## src/rtl/muldiv_ctrl.sv

```systemverilog
// Multi-cycle multiply/divide sequencer beside EXE; owns the HI/LO registers.
// One shift-add or restoring-subtract iteration per cycle, then a sign fix-up cycle.
module muldiv_ctrl #(
    parameter int WIDTH = 32,
    parameter int CNT_W = 5
) (
    input  logic             clk,
    input  logic             rstn,
    input  logic             i_req,
    input  logic [2:0]       i_op,
    input  logic [WIDTH-1:0] i_a,
    input  logic [WIDTH-1:0] i_b,
    input  logic             i_flush,
    output logic             o_busy,
    output logic             o_stall,
    output logic             o_done,
    output logic [WIDTH-1:0] o_hi,
    output logic [WIDTH-1:0] o_lo,
    output logic [WIDTH-1:0] o_result
);

    localparam logic [2:0] OP_MFHI = 3'b100;
    localparam logic [2:0] OP_MFLO = 3'b101;
    localparam logic [2:0] OP_MTHI = 3'b110;
    localparam logic [2:0] OP_MTLO = 3'b111;

    typedef enum logic [1:0] {IDLE, CALC, FIXUP} state_t;

    typedef struct packed {
        logic is_div;
        logic q_neg;   // product sign for multiply, quotient sign for divide
        logic r_neg;
        logic dz;
    } ctx_t;

    state_t             state;
    ctx_t               ctx;
    logic [CNT_W-1:0]   cnt;
    logic [WIDTH-1:0]   opnd;
    logic [2*WIDTH-1:0] acc;
    logic [WIDTH-1:0]   hi_q, lo_q;
    logic               done_q;

    // Operand conditioning at the start edge
    logic             op_signed;
    logic [WIDTH-1:0] abs_a, abs_b;
    assign op_signed = ~i_op[0];
    assign abs_a = (op_signed && i_a[WIDTH-1]) ? -i_a : i_a;
    assign abs_b = (op_signed && i_b[WIDTH-1]) ? -i_b : i_b;

    // Multiply step: acc = {partial, multiplier}; add multiplicand on LSB then shift right
    logic [WIDTH:0]     mul_sum;
    logic [2*WIDTH-1:0] mul_next;
    assign mul_sum  = {1'b0, acc[2*WIDTH-1:WIDTH]} + {1'b0, (acc[0] ? opnd : {WIDTH{1'b0}})};
    assign mul_next = {mul_sum, acc[WIDTH-1:1]};

    // Restoring divide step: acc = {remainder, dividend/quotient}
    logic [WIDTH:0]     div_shift, div_diff;
    logic [2*WIDTH-1:0] div_next;
    assign div_shift = {acc[2*WIDTH-1:WIDTH], acc[WIDTH-1]};
    assign div_diff  = div_shift - {1'b0, opnd};
    assign div_next  = div_diff[WIDTH]
                     ? {div_shift[WIDTH-1:0], acc[WIDTH-2:0], 1'b0}
                     : {div_diff[WIDTH-1:0],  acc[WIDTH-2:0], 1'b1};

    // Two's-complement sign fix applied in FIXUP
    logic [2*WIDTH-1:0] prod_fix;
    logic [WIDTH-1:0]   rem_fix, quot_fix, fix_hi, fix_lo;
    assign prod_fix = ctx.q_neg ? -acc : acc;
    assign rem_fix  = ctx.r_neg ? -acc[2*WIDTH-1:WIDTH] : acc[2*WIDTH-1:WIDTH];
    assign quot_fix = ctx.q_neg ? -acc[WIDTH-1:0] : acc[WIDTH-1:0];
    assign fix_hi   = ctx.is_div ? rem_fix : prod_fix[2*WIDTH-1:WIDTH];
    assign fix_lo   = ctx.is_div ? (ctx.dz ? {WIDTH{1'b1}} : quot_fix) : prod_fix[WIDTH-1:0];

    always_ff @(posedge clk or negedge rstn) begin
        if (!rstn) begin
            state  <= IDLE;
            ctx    <= '0;
            cnt    <= '0;
            opnd   <= '0;
            acc    <= '0;
            hi_q   <= '0;
            lo_q   <= '0;
            done_q <= 1'b0;
        end else begin
            done_q <= 1'b0;
            case (state)
                IDLE: begin
                    if (i_req && !i_flush) begin
                        if (!i_op[2]) begin
                            ctx.is_div <= i_op[1];
                            ctx.q_neg  <= op_signed & (i_a[WIDTH-1] ^ i_b[WIDTH-1]);
                            ctx.r_neg  <= op_signed & i_a[WIDTH-1];
                            ctx.dz     <= i_op[1] & (i_b == '0);
                            cnt        <= CNT_W'(WIDTH-1);
                            state      <= CALC;
                            if (i_op[1]) begin
                                opnd <= abs_b;
                                // Divide by zero parks |a| in the remainder half and holds it
                                acc  <= (i_b == '0) ? {abs_a, {WIDTH{1'b0}}} : {{WIDTH{1'b0}}, abs_a};
                            end else begin
                                opnd <= abs_a;
                                acc  <= {{WIDTH{1'b0}}, abs_b};
                            end
                        end else if (i_op == OP_MTHI) begin
                            hi_q <= i_a;
                        end else if (i_op == OP_MTLO) begin
                            lo_q <= i_a;
                        end
                    end
                end
                CALC: begin
                    if (i_flush) begin
                        state <= IDLE;
                    end else begin
                        if (!ctx.dz)
                            acc <= ctx.is_div ? div_next : mul_next;
                        cnt <= cnt - 1'b1;
                        if (cnt == '0)
                            state <= FIXUP;
                    end
                end
                FIXUP: begin
                    state <= IDLE;
                    if (!i_flush) begin
                        hi_q   <= fix_hi;
                        lo_q   <= fix_lo;
                        done_q <= 1'b1;
                    end
                end
                default: state <= IDLE;
            endcase
        end
    end

    assign o_busy  = (state != IDLE);
    assign o_stall = o_busy & i_req;
    assign o_done  = done_q;
    assign o_hi    = hi_q;
    assign o_lo    = lo_q;

    always_comb begin
        o_result = '0;
        case (i_op)
            OP_MFHI: o_result = hi_q;
            OP_MFLO: o_result = lo_q;
            default: o_result = '0;
        endcase
    end

endmodule

```

## config.mk

```make
export PLATFORM = sky130hd
export DESIGN_NAME = muldiv_ctrl
export DESIGN_NICKNAME = d
export VERILOG_FILES = /design/src/rtl/muldiv_ctrl.sv
export SDC_FILE = /design/constraint.sdc
export NUM_CORES = 1
export LEC_CHECK = 0
export CAP_MARGIN = 25
export CORE_MARGIN = 8
export CORE_UTILIZATION = 65
export CTS_CLUSTER_DIAMETER = 40
export CTS_CLUSTER_SIZE = 12
export DETAILED_ROUTE_END_ITERATION = 8
export DONT_BUFFER_PORTS = 1
export GPL_TIMING_DRIVEN = 0
export PLACE_DENSITY = 0.81
export SYNTH_ARGS = -nofsm -noshare
export SYNTH_HDL_FRONTEND = slang
export SYNTH_SLANG_ARGS = --single-unit
```

## constraint.sdc

```tcl
create_clock -name clk -period 4.7 [get_ports clk]
set_clock_uncertainty 0.05 [all_clocks]
set_input_delay 0.47 -clock clk [delete_from_list [all_inputs] [get_ports clk]]
set_output_delay 0.47 -clock clk [all_outputs]
set_load 0.02 [all_outputs]
```

==> Yosys cells after proc, flatten, opt, wreduce, memory -nomap -nowiden <==
Cells that the tools add are included.
{ "totals": {"reg_bits": 172, "latch_bits": 0, "mem_bits_rw": 0, "mem_bits_ro": 0, "in_bits": 71, "out_inout_bits": 99, "mem_count": 0} }
{ "op_classes": {"addsub": 8, "multipliers": 0, "div_mod_pow": 0, "magnitude_cmp": 0, "eq_ne": 16, "shift": 0, "mux": 42, "n_bitwise": 7, "n_reduce_logical": 16} }
{ "ops": {"columns": ["cell", "n"], "rows": [
  ["2-to-1 mux 32 bit", 18],
  ["2-to-1 mux 64 bit", 9],
  ["one-hot mux 32 bit (2 select lines)", 3],
  ["negator 32 bit", 4],
  ["one-hot mux 64 bit (2 select lines)", 1],
  ["negator 64 bit", 1],
  ["adder 32 x 32 -> 33 bit", 1],
  ["subtractor 33 x 32 -> 33 bit", 1],
  ["logical NOT 32 bit", 1],
  ["inequality test 2 bit (second input constant)", 9],
  ["2-to-1 mux 5 bit", 3],
  ["equality test 3 bit (second input constant)", 4],
  ["one-hot mux 5 bit (2 select lines)", 1],
  ["AND reduction 5 bit", 2],
  ["2-to-1 mux 2 bit", 4],
  ["AND reduction 3 bit", 2],
  ["AND reduction 6 bit", 1],
  ["nonzero test 2 bit", 3],
  ["logical NOT 5 bit", 1],
  ["subtractor 5 x 1 -> 5 bit (second input constant)", 1],
  ["AND 1 bit", 4],
  ["one-hot mux 2 bit (2 select lines)", 1],
  ["AND reduction 4 bit", 1],
  ["logical AND 1 bit", 3],
  ["other kinds (8)", 10]
]} }

==> Longest topological paths before layout <==
Gate-level depths: netlist (run 1).
{ "logic_depth": {"word_depth": 8, "mapped_depth": 15, "mapped_depth_nobuf": 13} }

==> Worst setup path before layout (run 1) <==
No wires, ideal clock.
{ "synth_timing": {"path_type": "reg-to-reg", "startpoint": "register acc[0]", "endpoint": "register acc[59]", "setup_ns": 0.122, "arrival_ns": 3.295, "t_required_ns": 4.528, "path_slack_ns": 1.234, "stages_incl_launch_ff": 15, "n_path_buf": 1, "period_less_slack_ns": 3.466, "path_cell_list": "dfrtp_1 -> inv_1 -> clkbuf_1 -> nor2_1 -> ha_1 -> a21oi_1 -> o21ai_0 -> a21oi_1 -> o21ai_0 -> a21oi_1 -> o21bai_2 -> a21boi_0 -> o211ai_1 -> a221o_1 -> a32o_1"} }
{ "synth_between": {"elab_chain_len": 6} }
{ "synth_lines": {"columns": ["item", "line_no", "rtl"], "rows": [
  ["start, declared", "40", "logic [2*WIDTH-1:0] acc;"],
  ["start signal, assigned", "100", "acc <= (i_b == '0) ? {abs_a, {WIDTH{1'b0}}} : {{WIDTH{1'b0}}, abs_a};"],
  ["start signal, assigned", "103", "acc <= {{WIDTH{1'b0}}, abs_b};"],
  ["start signal, assigned", "117", "acc <= ctx.is_div ? div_next : mul_next;"],
  ["2-to-1 mux 32 bit", "54", "assign mul_sum = {1'b0, acc[2*WIDTH-1:WIDTH]} + {1'b0, (acc[0] ? opnd : {WIDTH{1'b0}})};"],
  ["adder 32 x 32 -> 33 bit", "54", null],
  ["2-to-1 mux 64 bit", "117", null],
  ["2-to-1 mux 64 bit", "116", "if (!ctx.dz)"],
  ["2-to-1 mux 64 bit", "113", "if (i_flush) begin"],
  ["one-hot mux 64 bit (2 select lines)", "87", "case (state)"]
]} }
No other way between the ends. The select of a mux whose other input is x is not followed.
A chain may end at the register's enable or synchronous reset.

==> Worst setup path after layout (run 1) <==
{ "layout_timing": {"startpoint": "register acc[0]", "endpoint": "register hi_q[8] (netlist: o_hi[8])"} }
{ "layout_between": {"elab_chain_len": 5} }
{ "layout_lines": {"columns": ["item", "line_no", "rtl"], "rows": [
  ["negator 64 bit", "69", "assign prod_fix = ctx.q_neg ? -acc : acc;"],
  ["2-to-1 mux 64 bit", "69", null],
  ["2-to-1 mux 32 bit", "72", "assign fix_hi = ctx.is_div ? rem_fix : prod_fix[2*WIDTH-1:WIDTH];"],
  ["2-to-1 mux 32 bit", "125", "if (!i_flush) begin"],
  ["one-hot mux 32 bit (2 select lines)", "87", null],
  ["end signal, assigned", "106", "hi_q <= i_a;"],
  ["end signal, assigned", "126", "hi_q <= fix_hi;"],
  ["end, declared", "41", "logic [WIDTH-1:0] hi_q, lo_q;"]
]} }
No other way between the ends. The select of a mux whose other input is x is not followed.

==> results of run 1 <==
## registers in the layout, indices dropped and copies added, names as in the netlist
| name | flops |
|---|---|
| cnt | 5 |
| o_hi | 32 |
| opnd | 32 |
| ctx | 4 |
| o_lo | 32 |
| acc | 64 |
| state | 2 |
| o_done | 1 |
## final cells by class
| cell class | count | area share, % |
|---|---|---|
| tap | 324 | 2.41 |
| clock buffer | 19 | 2.64 |
| inverter | 62 | 1.39 |
| timing repair buffer | 1 | 0.164 |
| buffer | 138 | 3.27 |
| clock inverter | 12 | 0.670 |
| sequential | 172 | 25.6 |
| multi-input combinational | 1692 | 63.8 |
## metal layers
layer | vias to the layer above | part of all wire (%) | wire [um]
met2 | 1494 | 41 | 28300
met4 | 4 | 9.1 | 6300
met1 | 8078 | 34 | 23600
met5 | - | 0.074 | 51
met3 | 439 | 15 | 10600
li1 | 7497 | - | -
## cells by family after synthesis
group | Yosys count | synth area share [%]
xor+xnor | 178 | 9.87
mux | 69 | 4.45
simple gates | 662 | 20.0
fa+ha+maj | 72 | 5.80
flops | 172 | 27.3
compound gates | 711 | 27.7
buf+inv | 200 | 4.94
## critical path, stage by stage, from the launching register on
cell and delay (ps):
dfrtp_1 480, inv_1 190, clkbuf_2 340, ha_1 280, or3b_2 450, nor4_1 300
and2_1 290, nand3_1 220, o21ai_1 380, buf_2 320, o21ai_0 150, xnor2_1 520
nor2_1 130, a21oi_1 180, o21ai_0 110
## power by group through the flow
stage,logic (mW),clock network (mW),registers (mW)
after floorplan,3.59,0,2.38
after global placement,4.70,0,2.68
after detailed placement,4.81,0,2.70
after CTS,4.86,1.41,2.67
after global routing,5.44,1.46,2.74
final,5.08,1.44,2.73
## per-stage QoR
stage                     instance area [um2]  setup TNS, ps  hold slack [ps]  std cells
after detailed placement                16200              0              135       2388
after floorplan                         15800              0              124       2064
after CTS                               16800              0             82.5       2420
final                                   16800              0            -42.7       2420
after global routing                    16800          -2.86             26.1       2420
after global placement                  16200              0              132       2388
## worst max-delay path by stage
stage | slack (ps) | from | cells past startpoint | endpoint
detailed placement | 90 | acc[0]$_DFFE_PN0P_ | 14 | o_hi[8]$_DFFE_PN0P_
global route | -3 | acc[0]$_DFFE_PN0P_ | 14 | o_hi[20]$_DFFE_PN0P_
CTS | 90 | acc[0]$_DFFE_PN0P_ | 14 | o_hi[8]$_DFFE_PN0P_
finish | 170 | acc[0]$_DFFE_PN0P_ | 14 | o_hi[8]$_DFFE_PN0P_
global placement | 90 | acc[0]$_DFFE_PN0P_ | 14 | o_hi[20]$_DFFE_PN0P_
floorplan | 1230 | acc[0]$_DFFE_PN0P_ | 14 | acc[59]$_DFFE_PN0P_
## layout by cell type, fill, tap and decap left out, types with 6 or more instances in the layout
master       n
a31oi_1     16
nor4b_1      6
o221ai_1    11
nand3_1     39
o21ai_0    251
nor3_1      45
o21bai_1     8
buf_1       10
dfrtp_1    172
or4_1       12
a211oi_1    16
clkbuf_16   17
clkbuf_1   117
ha_1        70
xnor2_1    116
nor4_1      12
o21a_1       8
nand2b_1    27
mux2_2      10
buf_2        6
o31ai_1     32
or3_1       11
nand4_1      9
o41ai_1     12
a21oi_1    166
xor2_1      61
and3_1       8
nand2_1    266
inv_1       62
o211ai_1    27
o22ai_1     38
a21o_1      34
nor2b_1     15
a221oi_1     6
and2_1       9
nor2_1     163
a22o_1      39
mux2i_1     59
## timing repair
| action | in CTS | in global routing |
|---|---|---|
| endpoints found under the hold margin | 172 | 0 |
| endpoints found under the setup margin | 0 | 7 |
| hold buffers | 1 | 0 |
| resized for setup | 0 | 6 |
==> reports/metrics.cfg, run 1 <==
[grt]
grt_first_pass_wirelength_mm=101
grt_max_degree=173
grt_use_total_pct=46.0
grt_pass1_vias=16400
gr-total-overflow=0
antenna_found_initial=2
top_usage_layer=met2
met1_usage_pct=55.3
grt_util_met2_pct=67.6
use_met3_pct=16.0

[power]
p_total_mw=9.25
p_clk_share_pct=15.6
p_leak_nw=6.93
peakVddDrop_uv=517
comb_power_share_pct=54.9
seqPwrFrac_pct=29.5
p_switching_mw=4.74
power_density_nw_per_um2=551
p_int_mw=4.51
swShare_pct=51.2

[placement]
gp_congestion=1.08
place_hpwl_mm=53.4
io_buffer_count=0
dpl_worst_slack_ps=87.8

[timing]
tightest_slew_ps=1090
setup-violations-final=0
relSlewSlack_pct=27.3
holdWs_ps=-42.7
final_hold_viol_count=11
fmax_mhz=221
finalCritPeriodShare_pct=96.3
finalCriticalPeriod_ps=4530
setup_ws_ps=172
drv_slew=0

[setup_path]
reg2regPathDepth=14
critPathLaunchType=register
crit_type=register to register
path_max_fanout=10
endpoint_kind=register
r2r-start=acc[0]$_DFFE_PN0P_
r2r_end=o_hi[8]$_DFFE_PN0P_
rrSetupSlack_ps=170
critPathArrivalTime_ps=4790
cp_data_required_time_ps=4960

[routing]
vias=17500
drtAntennaViolNets=0
drc=0
dr.pass1.iters=9
wl_per_cell_um=28.5
wl_mm=68.9
drt_iter0_markers=2741
route.detailed.vias_per_inst=7.24

[min_path]
hp-class=primary input to asynchronous set/reset pin

[yosys]
synth-seq-area-share_pct=27.3
yosys.area.top_type=dfrtp_1
synth_edf_count=0
synthesis.nets=2207
yosys.cell_count.top_type=nand2_1
synth.avg_cell_area_um2=7.65
netlist_area_um2=15800
synthCells=2064
synthArstFlopShare_pct=100
ys_warn_count=0
synth_seq_cells=172
synth_top_area_share_pct=27.3
synth_area_leaders=dfrtp_1, o21ai_0, xnor2_1
synth_common_cells=nand2_1, o21ai_0, dfrtp_1, a21oi_1, nor2_1
ys_types=87
synthFlopType=dfrtp_1

[floorplanning]
rows=57
design.core.area_um2=24100
initial_core_util_pct=65.5
io_pins=170
die_w_um=172
fp.dieH_um=172
die-area_um2=29500

[final_layout]
fin_util_pct=69.7
fin_nets=2227
multi_input_area_um2=10700
diodes=0
fillers=2066
seq_area_um2=4300
drive_gt1_share_pct=3.96
syn2layout_area_growth_pct=6.38

[clock_tree]
cts_tree=done
clock-sinks=172
htreeDepth=4
numCtsBuffers=17
path_clk_slew_ps=80
clk_path_buf_depth=2
cts_root_buffer=clkbuf_16
post_cts.repair.setup_buffers=0
insertion_delay_ps=450

[outcome]
status=finished with violations
violations=hold timing

[run]
drv_cap=0

Note: power is estimated with default switching activity, not from simulation.
==> run 2, diff against run 1 <==
--- a/config.mk
+++ b/config.mk
@@ -6,14 +6,17 @@
 export NUM_CORES = 1
 export LEC_CHECK = 0
 export CAP_MARGIN = 25
+export CELL_PAD_IN_SITES_DETAIL_PLACEMENT = 0
+export CELL_PAD_IN_SITES_GLOBAL_PLACEMENT = 1
 export CORE_MARGIN = 8
-export CORE_UTILIZATION = 65
+export CORE_UTILIZATION = 49
 export CTS_CLUSTER_DIAMETER = 40
 export CTS_CLUSTER_SIZE = 12
 export DETAILED_ROUTE_END_ITERATION = 8
 export DONT_BUFFER_PORTS = 1
 export GPL_TIMING_DRIVEN = 0
-export PLACE_DENSITY = 0.81
+export MAX_ROUTING_LAYER = met4
+export PLACE_DENSITY_LB_ADDON = 0.1
 export SYNTH_ARGS = -nofsm -noshare
 export SYNTH_HDL_FRONTEND = slang
 export SYNTH_SLANG_ARGS = --single-unit
==> reports/metrics.cfg, run 2 (synthesis gave the netlist of run 1 again) <==
[routing]
dr.pass1.iters=7  ; -2
drt_iter0_markers=2066  ; -25%
drc=0  ; unchanged
vias=16900  ; -3.4%
wl_mm=70.7  ; +2.6%
drtAntennaViolNets=0  ; unchanged
route.detailed.vias_per_inst=6.77  ; -6.5%
wl_per_cell_um=28.3  ; -0.64%

[final_layout]
design_area_um2=17000  ; +1.1%
top_register=acc
syn2layout_area_growth_pct=7.53
largest_reg_flops=64  ; unchanged
layout_common_cells=nand2_1, o21ai_0, dfrtp_1
fin_nets=2227  ; unchanged
mostFrequentLayoutCell=nand2_1
drive_gt1_share_pct=4.15  ; +0.19 points

[floorplanning]
rows=65  ; +14%
die_w_um=196  ; +14%
fp.dieH_um=196  ; +14%
io_pins=170  ; unchanged
initial_core_util_pct=49.9  ; -16 points
die-area_um2=38200  ; +29%
design.core.area_um2=31600  ; +31%

[clock_tree]
htreeDepth=4  ; unchanged
clk_path_buf_depth=2  ; unchanged
numCtsBuffers=17  ; unchanged
clock-sinks=172  ; unchanged
cts_root_buffer=clkbuf_16
post_cts.repair.setup_buffers=0  ; unchanged
insertion_delay_ps=460  ; about the same
path_clk_slew_ps=80  ; about the same
cts_tree=done

[run]
drv_cap=0  ; unchanged

[timing]
drv_slew=0  ; unchanged
finalCriticalPeriod_ps=4710  ; +177 ps
final_hold_viol_count=1  ; -10
fmax_mhz=213  ; -3.8%
relSlewSlack_pct=22.8  ; -4.5 points
setup_ws_ps=-5.04  ; -177 ps
tightest_slew_ps=1140  ; +51.1 ps
holdWs_ps=-11.0  ; +31.7 ps
finalCritPeriodShare_pct=100  ; +3.8 points
setup-violations-final=1  ; +1

[placement]
dpl_worst_slack_ps=-34.2  ; -122 ps
gp_congestion=1.03  ; -4.6%
placed_area_um2=16300  ; +0.60%
place_hpwl_mm=56.6  ; +6.0%
io_buffer_count=0  ; unchanged

[setup_path]
cpMaxStageDelayCell=nor4b_1
path_max_fanout=10  ; unchanged
critPathLaunchType=register
cp_cell_sequence=inv_1, fa_1, nor2b_1, o31a_1, a21oi_1, o31ai_4, nor4b_1, o211ai_1, nand3_1, buf_4, buf_4, o22ai_1, a31oi_1, a21oi_1
endpoint_kind=register
cp_data_required_time_ps=4980  ; +20 ps
crit_type=register to register
slowest_delay_ps=980  ; +460 ps
critPathArrivalTime_ps=4990  ; +200 ps

[power]
peakVddDrop_uv=284  ; -45%
p_leak_nw=6.97  ; +0.53%
power_density_nw_per_um2=551  ; about the same

[grt]
gr-total-overflow=0  ; unchanged
grt_use_total_pct=36.9  ; -9.1 points
grt_max_degree=173  ; unchanged
antenna_found_initial=1  ; -1
grt_pass1_vias=15500  ; -5.2%
grt_first_pass_wirelength_mm=103  ; +2.5%

[outcome]
violations=hold timing, setup timing
status=finished with violations

[min_path]
hp-class=primary input to asynchronous set/reset pin

[run 2: cell count changes in the layout (fill, tap and decap cells not counted), sizes merged]
cell	previous run	this run
clkinv	4	6
clkinvlp	2	0
inv	67	69
clkbuf	136	135
diode	0	1
[run 2: metal layers]
layer	routed length [um]	global-route usage [%]	share of wire, %	vias up
met1	30400	49.9	43	8263
met5	0	-	0	-
met2	29900	52.8	42	1003
li1	-	-	-	7506
met3	7560	8.20	11	151
met4	2790	14.5	3.9	0
[run 2: layout make-up]
cell class,instances,area (um2)
inverters,62,233
repair buffers,1,27.5
plain buffers,138,551
flip-flops and latches,172,4310
diodes,1,2.50
multi-input cells,1692,10700
fillers,3112,14700
well taps,402,503
clock buffers,18,439
clock inverters,14,189
[run 2: final timing paths]
path                                     startpoint                   to  slack [ps]  depth (start not counted)
max in group asynchronous                      rstn  acc[10]$_DFFE_PN0P_        3890                          1
worst min-delay path                           rstn  acc[57]$_DFFE_PN0P_         -10                          1
min in group clk                             i_a[9]  o_hi[9]$_DFFE_PN0P_         140                          2
worst max register to register  acc[32]$_DFFE_PN0P_  acc[56]$_DFFE_PN0P_          -5                         14
worst min register to register   cnt[0]$_DFFE_PN0P_   cnt[0]$_DFFE_PN0P_         460                          1
worst max-delay path            acc[32]$_DFFE_PN0P_  acc[56]$_DFFE_PN0P_          -5                         14
[run 2: stage by stage]
stage / power [mW] / setup TNS, ps / instances / hold WS, ps / util, %
6_report: 9.36 / -5.04 / 2500 / -11.0 / 53.7
5_1_grt: 9.85 / -1.61 / 2500 / 52.3 / 53.7
4_1_cts: 9.17 / 0 / 2499 / 46.4 / 53.6
3_5_place_dp: 7.58 / -34.2 / 2466 / 135 / 51.5
3_3_place_gp: 7.53 / -14.8 / 2466 / 137 / 51.5
2_1_floorplan: 5.97 / 0 / 2064 / 124 / -
[run 2: critical path, delay by kind of cell, from the launching register on]
| kind | cells | cell delay, ps |
|---|---|---|
| adders and majority gates | 1 | 320 |
| AOI/OAI and AO/OA | 7 | 1500 |
| and+or+nand+nor | 3 | 1300 |
| buffers and inverters | 3 | 870 |
| DFF | 1 | 500 |
[run 2: power breakdown]
group,total [mW],internal [mW],switching [mW]
Clock,1.56,0.788,0.770
Combinational,5.12,1.92,3.20
Sequential,2.68,1.85,0.830
Total,9.36,4.55,4.80
[run 2: what timing repair did]
action | in CTS | in global routing
hold buffers | 1 | 0
endpoints found under the hold margin | 172 | 0
gates resized for setup | 1 | 8
setup endpoints to repair | 1 | 15
